--- config.mk ---
export PLATFORM = sky130hd
export DESIGN_NAME = id_hazard_redirect_flat
export DESIGN_NICKNAME = d
export VERILOG_FILES = /design/src/rtl/id_hazard_redirect_if.sv /design/src/rtl/id_hazard_redirect.sv /design/src/flat_wrapper.sv
export SDC_FILE = /design/constraint.sdc
export NUM_CORES = 1
export LEC_CHECK = 0
export CORE_MARGIN = 10
export CORE_UTILIZATION = 25
export CTS_CLUSTER_DIAMETER = 80
export CTS_CLUSTER_SIZE = 24
export DETAILED_ROUTE_END_ITERATION = 10
export REMOVE_ABC_BUFFERS = 1
export SLEW_MARGIN = 40
export SYNTH_ARGS = -nofsm -noshare
export SYNTH_HDL_FRONTEND = slang
export SYNTH_SLANG_ARGS = --single-unit
--- constraint.sdc ---
create_clock -name clk -period 2.4 [get_ports clk]
set_clock_uncertainty 0.1 [all_clocks]
set_input_delay 0.6 -clock clk [delete_from_list [all_inputs] [get_ports clk]]
set_output_delay 0.6 -clock clk [all_outputs]
set_load 0.02 [all_outputs]
--- src/rtl/id_hazard_redirect_if.sv ---
// IF <-> ID control loop: IF presents a fetched instruction and PC every cycle;
// ID answers with redirect requests (Branch/Jump/JumpAddr) and the IFWrite enable.
interface id_hazard_redirect_if;
    // Handshake: IF holds Instruction_if/PC stable while IFWrite=0 (ready low);
    // IF_flush squashes the presented word regardless of IFWrite.
    logic [31:0] Instruction_if;
    logic [31:0] PC;
    logic        IF_flush;
    logic        Branch;
    logic        Jump;
    logic [31:0] JumpAddr;
    logic        IFWrite;

    modport master (
        output Instruction_if, PC, IF_flush,
        input  Branch, Jump, JumpAddr, IFWrite
    );

    modport slave (
        input  Instruction_if, PC, IF_flush,
        output Branch, Jump, JumpAddr, IFWrite
    );
endinterface

--- src/rtl/id_hazard_redirect.sv ---
// IF/ID pipeline register, ID decode, hazard bubbles and redirect back into IF.
// Optional build macro ID_PERF_CNT_EN adds saturating stall/flush counters.
module id_hazard_redirect #(
    parameter logic [31:0] NOP_INSTR = 32'h0000_0000,
    parameter logic [31:0] PC_RESET  = 32'h0000_0000
) (
    input  logic        clk,
    input  logic        reset,
    id_hazard_redirect_if.slave if_bus,
    input  logic [31:0] RsData_id,
    input  logic [31:0] RtData_id,
    input  logic        MemRead_ex,
    input  logic        RegWrite_ex,
    input  logic [4:0]  WriteReg_ex,
    input  logic        MemRead_mem,
    input  logic [4:0]  WriteReg_mem,
    output logic [31:0] Instruction_id,
    output logic [31:0] PC_id,
    output logic        valid_id,
    output logic        stall_id
`ifdef ID_PERF_CNT_EN
    ,
    output logic [15:0] stall_cnt,
    output logic [15:0] flush_cnt
`endif
);

    localparam logic [5:0] OP_RTYPE = 6'b000000;
    localparam logic [5:0] OP_J     = 6'b000010;
    localparam logic [5:0] OP_JAL   = 6'b000011;
    localparam logic [5:0] OP_BEQ   = 6'b000100;
    localparam logic [5:0] OP_BNE   = 6'b000101;
    localparam logic [5:0] OP_SW    = 6'b101011;

    logic [31:0] r_instr_id;
    logic [31:0] r_pc_id;
    logic        r_valid_id;

    logic [5:0]  w_op;
    logic [4:0]  w_rs;
    logic [4:0]  w_rt;
    logic        w_is_jump;
    logic        w_is_br;
    logic        w_uses_rt;
    logic        w_ex_hit_rs;
    logic        w_ex_hit_rt;
    logic        w_mem_hit_rs;
    logic        w_mem_hit_rt;
    logic        w_load_use;
    logic        w_br_haz;
    logic        w_stall;
    logic        w_br_taken;
    logic [3:0]  w_ja_hi;

    always_ff @(posedge clk or negedge reset) begin
        if (!reset) begin
            r_instr_id <= NOP_INSTR;
            r_pc_id    <= PC_RESET;
            r_valid_id <= 1'b0;
        end else if (if_bus.IF_flush) begin
            r_instr_id <= NOP_INSTR;
            r_pc_id    <= if_bus.PC;
            r_valid_id <= 1'b0;
        end else if (!w_stall) begin
            r_instr_id <= if_bus.Instruction_if;
            r_pc_id    <= if_bus.PC;
            r_valid_id <= 1'b1;
        end
    end

    assign w_op      = r_instr_id[31:26];
    assign w_rs      = r_instr_id[25:21];
    assign w_rt      = r_instr_id[20:16];
    assign w_is_jump = (w_op == OP_J) || (w_op == OP_JAL);
    assign w_is_br   = (w_op == OP_BEQ) || (w_op == OP_BNE);
    assign w_uses_rt = (w_op == OP_RTYPE) || w_is_br || (w_op == OP_SW);

    // $0 is hard-wired, so a producer targeting it never blocks a consumer.
    assign w_ex_hit_rs  = (WriteReg_ex  != 5'd0) && (WriteReg_ex  == w_rs);
    assign w_ex_hit_rt  = (WriteReg_ex  != 5'd0) && (WriteReg_ex  == w_rt);
    assign w_mem_hit_rs = (WriteReg_mem != 5'd0) && (WriteReg_mem == w_rs);
    assign w_mem_hit_rt = (WriteReg_mem != 5'd0) && (WriteReg_mem == w_rt);

    assign w_load_use = MemRead_ex && (w_ex_hit_rs || (w_uses_rt && w_ex_hit_rt));
    assign w_br_haz   = w_is_br &&
                        ((RegWrite_ex && (w_ex_hit_rs || w_ex_hit_rt)) ||
                         (MemRead_mem && (w_mem_hit_rs || w_mem_hit_rt)));
    assign w_stall    = r_valid_id && (w_load_use || w_br_haz);

    assign w_br_taken = (w_op == OP_BEQ) ? (RsData_id == RtData_id)
                                         : (RsData_id != RtData_id);

    // Top nibble of PC_id+4: carry into bit 28 only when bits [27:2] are all ones.
    assign w_ja_hi = r_pc_id[31:28] + {3'b000, &r_pc_id[27:2]};

    assign if_bus.IFWrite  = ~w_stall;
    assign if_bus.Jump     = r_valid_id && w_is_jump && !w_stall;
    assign if_bus.Branch   = r_valid_id && !w_stall && w_is_br && w_br_taken;
    assign if_bus.JumpAddr = {w_ja_hi, r_instr_id[25:0], 2'b00};

    assign Instruction_id = r_instr_id;
    assign PC_id          = r_pc_id;
    assign valid_id       = r_valid_id;
    assign stall_id       = w_stall;

`ifdef ID_PERF_CNT_EN
    logic [15:0] r_stall_cnt;
    logic [15:0] r_flush_cnt;

    always_ff @(posedge clk or negedge reset) begin
        if (!reset) begin
            r_stall_cnt <= 16'd0;
            r_flush_cnt <= 16'd0;
        end else begin
            if (w_stall && (r_stall_cnt != 16'hFFFF))
                r_stall_cnt <= r_stall_cnt + 16'd1;
            if (if_bus.IF_flush && (r_flush_cnt != 16'hFFFF))
                r_flush_cnt <= r_flush_cnt + 16'd1;
        end
    end

    assign stall_cnt = r_stall_cnt;
    assign flush_cnt = r_flush_cnt;
`endif

endmodule

--- src/flat_wrapper.sv ---
// flat-port wrapper written by rule: the top's interface ports become plain ports
module id_hazard_redirect_flat 
#(
    parameter logic [31:0] NOP_INSTR = 32'h0000_0000,
    parameter logic [31:0] PC_RESET  = 32'h0000_0000
)
  (clk, reset, RsData_id, RtData_id, MemRead_ex, RegWrite_ex, WriteReg_ex, MemRead_mem, WriteReg_mem, Instruction_id, PC_id, valid_id, stall_id, if_bus_Instruction_if, if_bus_PC, if_bus_IF_flush, if_bus_Branch, if_bus_Jump, if_bus_JumpAddr, if_bus_IFWrite);
  id_hazard_redirect_if if_bus_i ();
  input  logic clk;
  input  logic reset;
  input  logic [31:0] RsData_id;
  input  logic [31:0] RtData_id;
  input  logic MemRead_ex;
  input  logic RegWrite_ex;
  input  logic [4:0] WriteReg_ex;
  input  logic MemRead_mem;
  input  logic [4:0] WriteReg_mem;
  output logic [31:0] Instruction_id;
  output logic [31:0] PC_id;
  output logic valid_id;
  output logic stall_id;
  input wire logic [$bits(if_bus_i.Instruction_if)-1:0] if_bus_Instruction_if;
  input wire logic [$bits(if_bus_i.PC)-1:0] if_bus_PC;
  input wire logic [$bits(if_bus_i.IF_flush)-1:0] if_bus_IF_flush;
  output wire logic [$bits(if_bus_i.Branch)-1:0] if_bus_Branch;
  output wire logic [$bits(if_bus_i.Jump)-1:0] if_bus_Jump;
  output wire logic [$bits(if_bus_i.JumpAddr)-1:0] if_bus_JumpAddr;
  output wire logic [$bits(if_bus_i.IFWrite)-1:0] if_bus_IFWrite;
  assign if_bus_i.Instruction_if = if_bus_Instruction_if;
  assign if_bus_i.PC = if_bus_PC;
  assign if_bus_i.IF_flush = if_bus_IF_flush;
  assign if_bus_Branch = if_bus_i.Branch;
  assign if_bus_Jump = if_bus_i.Jump;
  assign if_bus_JumpAddr = if_bus_i.JumpAddr;
  assign if_bus_IFWrite = if_bus_i.IFWrite;
  id_hazard_redirect #(.NOP_INSTR(NOP_INSTR), .PC_RESET(PC_RESET)) u_core (.clk(clk), .reset(reset), .if_bus(if_bus_i), .RsData_id(RsData_id), .RtData_id(RtData_id), .MemRead_ex(MemRead_ex), .RegWrite_ex(RegWrite_ex), .WriteReg_ex(WriteReg_ex), .MemRead_mem(MemRead_mem), .WriteReg_mem(WriteReg_mem), .Instruction_id(Instruction_id), .PC_id(PC_id), .valid_id(valid_id), .stall_id(stall_id));
endmodule
==> flow_summary_export.csv, run 1 <==
group,metric,value,unit
outcome,outcome,"finished, violations left",
outcome,violations,"setup timing",
timing,setup_ws,-0.484,ns
placed_design,dpl.cell_count,798,
routing,firstDrtPassIters,4,
placed_design,gp_congestion,0.807,
die,coreArea,14500,um2
synth,ys_warn_count,0,
grt,gr-total-overflow,0,
grt,first_global_vias,4032,
finish,multi_input_area,2090,um2
synth,synth.top_cell.area_share,43.9,%
worst_setup_path,slowest_delay,0.55,ns
timing,worst_pin_slew,0.637,ns
power_and_ir_drop,sequentialPowerShare,33.2,%
worst_setup_path,required,1.70,ns
cts,insertion_delay,0.33,ns
finish,fin_cells,831,
finish,antenna_cells,0,
worst_setup_path,cp_max_fo,2,
cts,path_clk_slew,0.06,ns
cts,cts_buffers,9,
grt,grt_usage,14.6,%
timing,rsz0062_at_grt,"true",
worst_setup_path,timing.rr.end,"u_core.PC_id[10]",
cts,clock-root-buffer,"clkbuf_16",
finish,regArea,1630,um2
worst_setup_path,cp-startpoint,"u_core.PC_id[9]",
worst_setup_path,endpoint_kind,"output port",
cts,clockBufferDepth,2,
die,die_x,142,um
grt,grt_pass1_wl,23100,um
routing,wl_per_cell,18.7,um
timing,hold_violations,0,
worst_setup_path,r2r_slack,-0.14,ns
routing,drt_wl_total,15500,um
timing,fmax,347,MHz
worst_setup_path,cp-endpoint,"if_bus_JumpAddr[30]",
synth,synth_cells,353,
cts,cts_tree,"done",
worst_setup_path,crit_arrival,2.18,ns
worst_setup_path,r2r_cells,10,
power_and_ir_drop,leakage,3.31,nW
synth,netlist_area,3700,um2
timing,period_share,120,%
routing,drc,0,
power_and_ir_drop,p_per_area,491,nW/um2
routing,viasPerCell,4.39,
routing,drtAntennaViolNets,0,
timing,max_slew_margin,57.5,%
die,placementRows,44,
worst_setup_path,path_cells,"nand4_1 -> or4_4 -> nor4_4 -> ha_4 -> ha_4 -> xor2_1 -> buf_4",
synth,ys_ff_latch,65,
placed_design,dp_hpwl,11700,um
synth,synth_edf_count,0,
finish,design_area,7400,um2
power_and_ir_drop,p_sw,947,uW
synth,yosys.area.top_type,"dfrtp_1",
synth,syn_avg_cell_area,10.5,um2
synth,synth-seq-area-share,43.9,%
finish,fill_cells,1355,
synth,synth_ff_type,"dfrtp_1",
timing,setup-violations-final,40,
power_and_ir_drop,p_int,2.69,mW
grt,antenna_found_initial,0,
placed_design,port_buffers,242,
power_and_ir_drop,clockPowerShare,42.1,%
routing,drtIter0Drc,106,
worst_setup_path,worstSetupStartpointType,"flop",
worst_setup_path,crit_slowest_cell,"or4_4",
die,ios,245,
synth,yosysUniqueCellTypes,28,
synth,async_reset_ff_share,100,%
synth,synth_most_common_cell,"nand2_1",
worst_setup_path,crit_top_cell,"ha_4",
finish,nets,788,
die,dieHeight,142,um
timing,period_needed,2.88,ns
cts,cts_hold_buf,0,
routing,num_vias,3644,
timing,final-max-slew-violation-count,0,
flow_run,maxCapViolations,0,
power_and_ir_drop,sw_frac_of_total,26.0,%
power_and_ir_drop,p_comb_share,24.8,%
worst_hold_path,hold_path.class,"input port to async pin",
cts,htree_levels,3,
finish,syn2layout_area_growth,100,%
grt,grt_max_degree,66,
die,die_area,20100,um2
finish,drive_gt1_share,28.4,%
finish,fin_util,50.9,%
synth,synthTopCellsByCount,"70 x nand2_1, 65 x dfrtp_1, 37 x xor2_1",
cts,cts_num_sinks,65,
power_and_ir_drop,total_power,3.64,mW
die,initial_core_util,25.5,%
power_and_ir_drop,peakVddDrop,0.299,mV
worst_setup_path,path_class,"flop to output port",
synth,ys_top_cells_by_area,"dfrtp_1 44%, xor2_1 8.8%, mux2i_1 8.7%",
placed_design,dpl_cell_area,6550,um2
worst_setup_path,reg2reg_from,"u_core.Instruction_id[25]",
[how the worst min path moves through the flow]
stage                         start                  endpoint  slack (ns)  depth (start not counted)
finish                        reset          u_core.PC_id[27]        0.17                          2
global route                  reset           u_core.PC_id[8]        0.21                          2
CTS                           reset          u_core.PC_id[27]        0.19                          2
detailed placement  u_core.PC_id[0]           u_core.PC_id[0]        0.40                          1
global placement    u_core.PC_id[1]           u_core.PC_id[1]        0.39                          1
floorplan                     reset  u_core.Instruction_id[0]        0.20                          0
[metal layers]
metal | share of wire [%] | up-vias | GRT usage (%) | routed length, um
li1 | - | 1742 | - | -
met1 | 42 | 1738 | 16.9 | 6490
met2 | 49 | 152 | 24.5 | 7590
met3 | 7.9 | 12 | 4.97 | 1220
met4 | 1.3 | 0 | 4.68 | 204
met5 | 0 | - | 0 | 0
[power groups by stage]
stage | sequential, mW | clock, mW | combinational (mW)
floorplan | 1.33 | 0 | 0.177
global placement | 1.22 | 0 | 0.862
detailed placement | 1.22 | 0 | 0.872
CTS | 1.21 | 1.57 | 0.900
global route | 1.22 | 1.63 | 0.962
finish | 1.21 | 1.53 | 0.901
[state kept, by name (all words and copies together), names as in the netlist]
signal / count
u_core.PC_id: 32
u_core.Instruction_id: 32
u_core.valid_id: 1
[cell usage in the layout (no fill, tap or decap), types with 9 or more instances in the layout]
cell,n
dlygate4sd2_1,24
dfrtp_1,62
clkdlybuf4s50_1,159
mux2i_1,32
nand2_1,69
dlymetal6s2s_1,22
xnor2_1,14
buf_6,14
clkdlybuf4s15_1,14
clkbuf_16,9
xor2_1,35
nand4_1,10
mux2_4,32
buf_4,65
[worst max-delay path, delay by kind of cell (launching register included)]
kind / cells / cell delay (ns)
simple gates: 3 / 0.83
flops: 1 / 0.37
fa+ha+maj: 2 / 0.32
buf+inv: 1 / 0.17
xor+xnor: 1 / 0.15
[stage by stage]
step           setup TNS, ns  worst slack [ns]  hold WS [ns]
2_1_floorplan         -96.18             -2.77         0.204
3_3_place_gp          -48.43             -1.40         0.392
3_5_place_dp          -51.10             -1.40         0.397
4_1_cts                -5.29            -0.528         0.192
5_1_grt               -11.67            -0.573         0.207
6_report               -6.89            -0.484         0.174
[timing repair]
action	CTS	global route
setup endpoints to repair	72	62
gates resized for setup	188	70
setup buffers	11	6
gates cloned	3	0
pin swaps	46	39
[logic make-up (layout without fill, tap and decap cells)]
| logic type | after synthesis | after routing | synth area share, % |
|---|---|---|---|
| AO/OA/AOI/OAI | 9 | 9 | 2.16 |
| XOR/XNOR | 55 | 55 | 13.0 |
| adder cells (fa/ha/maj) | 2 | 2 | 0.676 |
| buffers and inverters | 47 | 340 | 8.35 |
| flip-flops | 65 | 65 | 43.9 |
| multiplexers | 64 | 64 | 18.4 |
| other | 1 | 2 | 0.101 |
| AND/OR/NAND/NOR | 110 | 110 | 13.4 |
[cell type report]
type / count / area share [%]
tap: 184 / 3.11
sequential: 65 / 22.0
inverter: 5 / 0.254
clock buffer: 10 / 3.09
multi-input combinational: 242 / 28.3
clock inverter: 6 / 1.54
timing repair buffer: 319 / 41.7
Note: power is estimated with default switching activity, not from simulation.
==> run 2, diff against run 1 <==
--- a/config.mk
+++ b/config.mk
@@ -5,6 +5,7 @@
 export SDC_FILE = /design/constraint.sdc
 export NUM_CORES = 1
 export LEC_CHECK = 0
+export CAP_MARGIN = 20
 export CORE_MARGIN = 10
 export CORE_UTILIZATION = 25
 export CTS_CLUSTER_DIAMETER = 80
==> results of run 2 <==
The final DEF is identical to that of run 1; final timing and power are the same.
==> run 3, diff against run 2 <==
--- a/config.mk
+++ b/config.mk
@@ -7,10 +7,12 @@
 export LEC_CHECK = 0
 export CAP_MARGIN = 20
 export CORE_MARGIN = 10
-export CORE_UTILIZATION = 25
+export CORE_UTILIZATION = 33
 export CTS_CLUSTER_DIAMETER = 80
 export CTS_CLUSTER_SIZE = 24
 export DETAILED_ROUTE_END_ITERATION = 10
+export MAX_ROUTING_LAYER = met4
+export PLACE_DENSITY = 0.78
 export REMOVE_ABC_BUFFERS = 1
 export SLEW_MARGIN = 40
 export SYNTH_ARGS = -nofsm -noshare
==> flow_summary_export.csv, run 3 (synthesized netlist as in run 1, its figures left out) <==
group,metric,value,unit
die,dieHeight,126,um
die,coreArea,10900,um2
cts,cts_buffers,9,
cts,cts_num_sinks,65,
timing,period_needed,2.85,ns
timing,setup_ws,-0.451,ns
timing,fin_hold_ws,0.159,ns
timing,period_share,119,%
placed_design,port_buffers,242,
worst_setup_path,crit_slowest_cell,"or4_4",
grt,antenna_found_initial,0,
placed_design,gp_congestion,0.836,
power_and_ir_drop,peakVddDrop,0.367,mV
placed_design,dp_hpwl,11800,um
timing,hold_violations,0,
routing,viasPerCell,4.68,
finish,layout_common_cells,"158 x clkdlybuf4s50_1, 70 x buf_4, 69 x nand2_1",
worst_setup_path,crit_top_cell,"buf_4",
worst_setup_path,worstSetupStartpointType,"flop",
worst_hold_path,hold_path.class,"input port to async pin",
finish,drive_gt1_share,32.9,%
grt,grt_pass1_wl,23400,um
cts,clock-root-buffer,"clkbuf_16",
flow_run,maxCapViolations,0,
grt,first_global_vias,4182,
grt,grt_max_degree,66,
die,initial_core_util,33.9,%
routing,drtIter0Drc,74,
worst_setup_path,slowest_delay,0.54,ns
worst_setup_path,required,1.70,ns
cts,clockBufferDepth,2,
timing,worst_pin_slew,0.629,ns
placed_design,dpl.cell_count,756,
finish,syn2layout_area_growth,93.6,%
finish,nets,789,
finish,design_area,7170,um2
worst_setup_path,cp_num_buf_inv,2,
grt,gr-total-overflow,0,
outcome,outcome,"finished, violations left",
die,ios,245,
placed_design,place_ws,-1.22,ns
timing,max_slew_margin,58.0,%
worst_setup_path,endpoint_kind,"output port",
cts,cts_hold_buf,0,
die,placementRows,38,
power_and_ir_drop,leakage,3.11,nW
routing,wl_per_cell,19.6,um
grt,grt_usage,19.0,%
die,die_x,126,um
routing,drtAntennaViolNets,0,
routing,drt_wl_total,15400,um
routing,drc,0,
die,die_area,15900,um2
finish,fin_cells,788,
timing,setup-violations-final,40,
routing,num_vias,3689,
cts,insertion_delay,0.32,ns
worst_setup_path,crit_arrival,2.15,ns
power_and_ir_drop,total_power,3.41,mW
timing,final-max-slew-violation-count,0,
cts,path_clk_slew,0.05,ns
power_and_ir_drop,p_per_area,476,nW/um2
outcome,violations,"setup timing",
routing,firstDrtPassIters,4,
cts,htree_levels,3,
worst_setup_path,path_delay_family,"simple AND/OR/NAND/NOR gates",
worst_setup_path,path_class,"flop to output port",
cts,cts_tree,"done",
timing,fmax,351,MHz
placed_design,dpl_cell_area,6510,um2
worst_setup_path,cp_max_fo,2,
finish,final_common_cell,"clkdlybuf4s50_1",
worst_setup_path,path_cells,"nand4_1 -> or4_4 -> nor4_4 -> buf_4 -> ha_4 -> nand3_1 -> xnor2_1 -> buf_4",
timing,rsz0062_at_grt,"true",
## run 3: where the power goes
| group | total, mW | internal, mW | switching [mW] | leakage, nW |
|---|---|---|---|---|
| registers | 1.21 | 1.16 | 0.0553 | 0.793 |
| logic | 0.895 | 0.510 | 0.386 | 2.17 |
| clock network | 1.31 | 0.851 | 0.454 | 0.148 |
## run 3: per-layer routing
layer | part of all wire (%) | GRT usage [%] | vias to the layer above
li1 | - | - | 1744
met2 | 51 | 33.4 | 170
met4 | 2.1 | 6.36 | 0
met3 | 7.4 | 5.33 | 25
met1 | 39 | 20.0 | 1750
met5 | 0 | - | -
## run 3: final timing paths
kind                                           startpoint                         to  slack (ns)  depth (start not counted)
min in group clk                          u_core.PC_id[0]            u_core.PC_id[0]        0.42                          1
worst max register to register  u_core.Instruction_id[22]           u_core.PC_id[28]       -0.19                          9
worst min-delay path                                reset  u_core.Instruction_id[10]        0.16                          1
worst max-delay path                      u_core.PC_id[5]        if_bus_JumpAddr[31]       -0.45                          8
max in group asynchronous                           reset  u_core.Instruction_id[22]        1.40                          2
worst min register to register            u_core.PC_id[0]            u_core.PC_id[0]        0.42                          1
## run 3: per-stage QoR
stage	TNS, ns	utilization, %
6_report	-7.57	65.6
5_1_grt	-11.54	65.5
4_1_cts	-4.69	64.3
3_5_place_dp	-56.51	59.6
3_3_place_gp	-55.97	59.6
2_1_floorplan	-96.18	-
## run 3: cell type report
type / instances / area, um2
antenna: 1 / 2.50
clock buffer: 12 / 256
clock inverter: 3 / 40.0
fill: 868 / 3770
inverter: 5 / 18.8
multi-input combinational: 242 / 2100
sequential: 65 / 1630
tap: 140 / 175
timing repair buffer: 320 / 2950
## run 3: worst reg2reg max path, stage by stage (launching register included)
cell and delay [ns]:
dfrtp_2 0.45, xnor2_2 0.19, nand3_2 0.11, nor3_4 0.27
o221ai_4 0.17, buf_6 0.15, o41ai_4 0.33, buf_4 0.22
buf_16 0.15, mux2_1 0.32
## run 3: what timing repair did
item	CTS	global route
buffers inserted	8	5
setup endpoints to repair	72	72
pin swaps	73	14
gates cloned	3	1
gates resized for setup	316	20
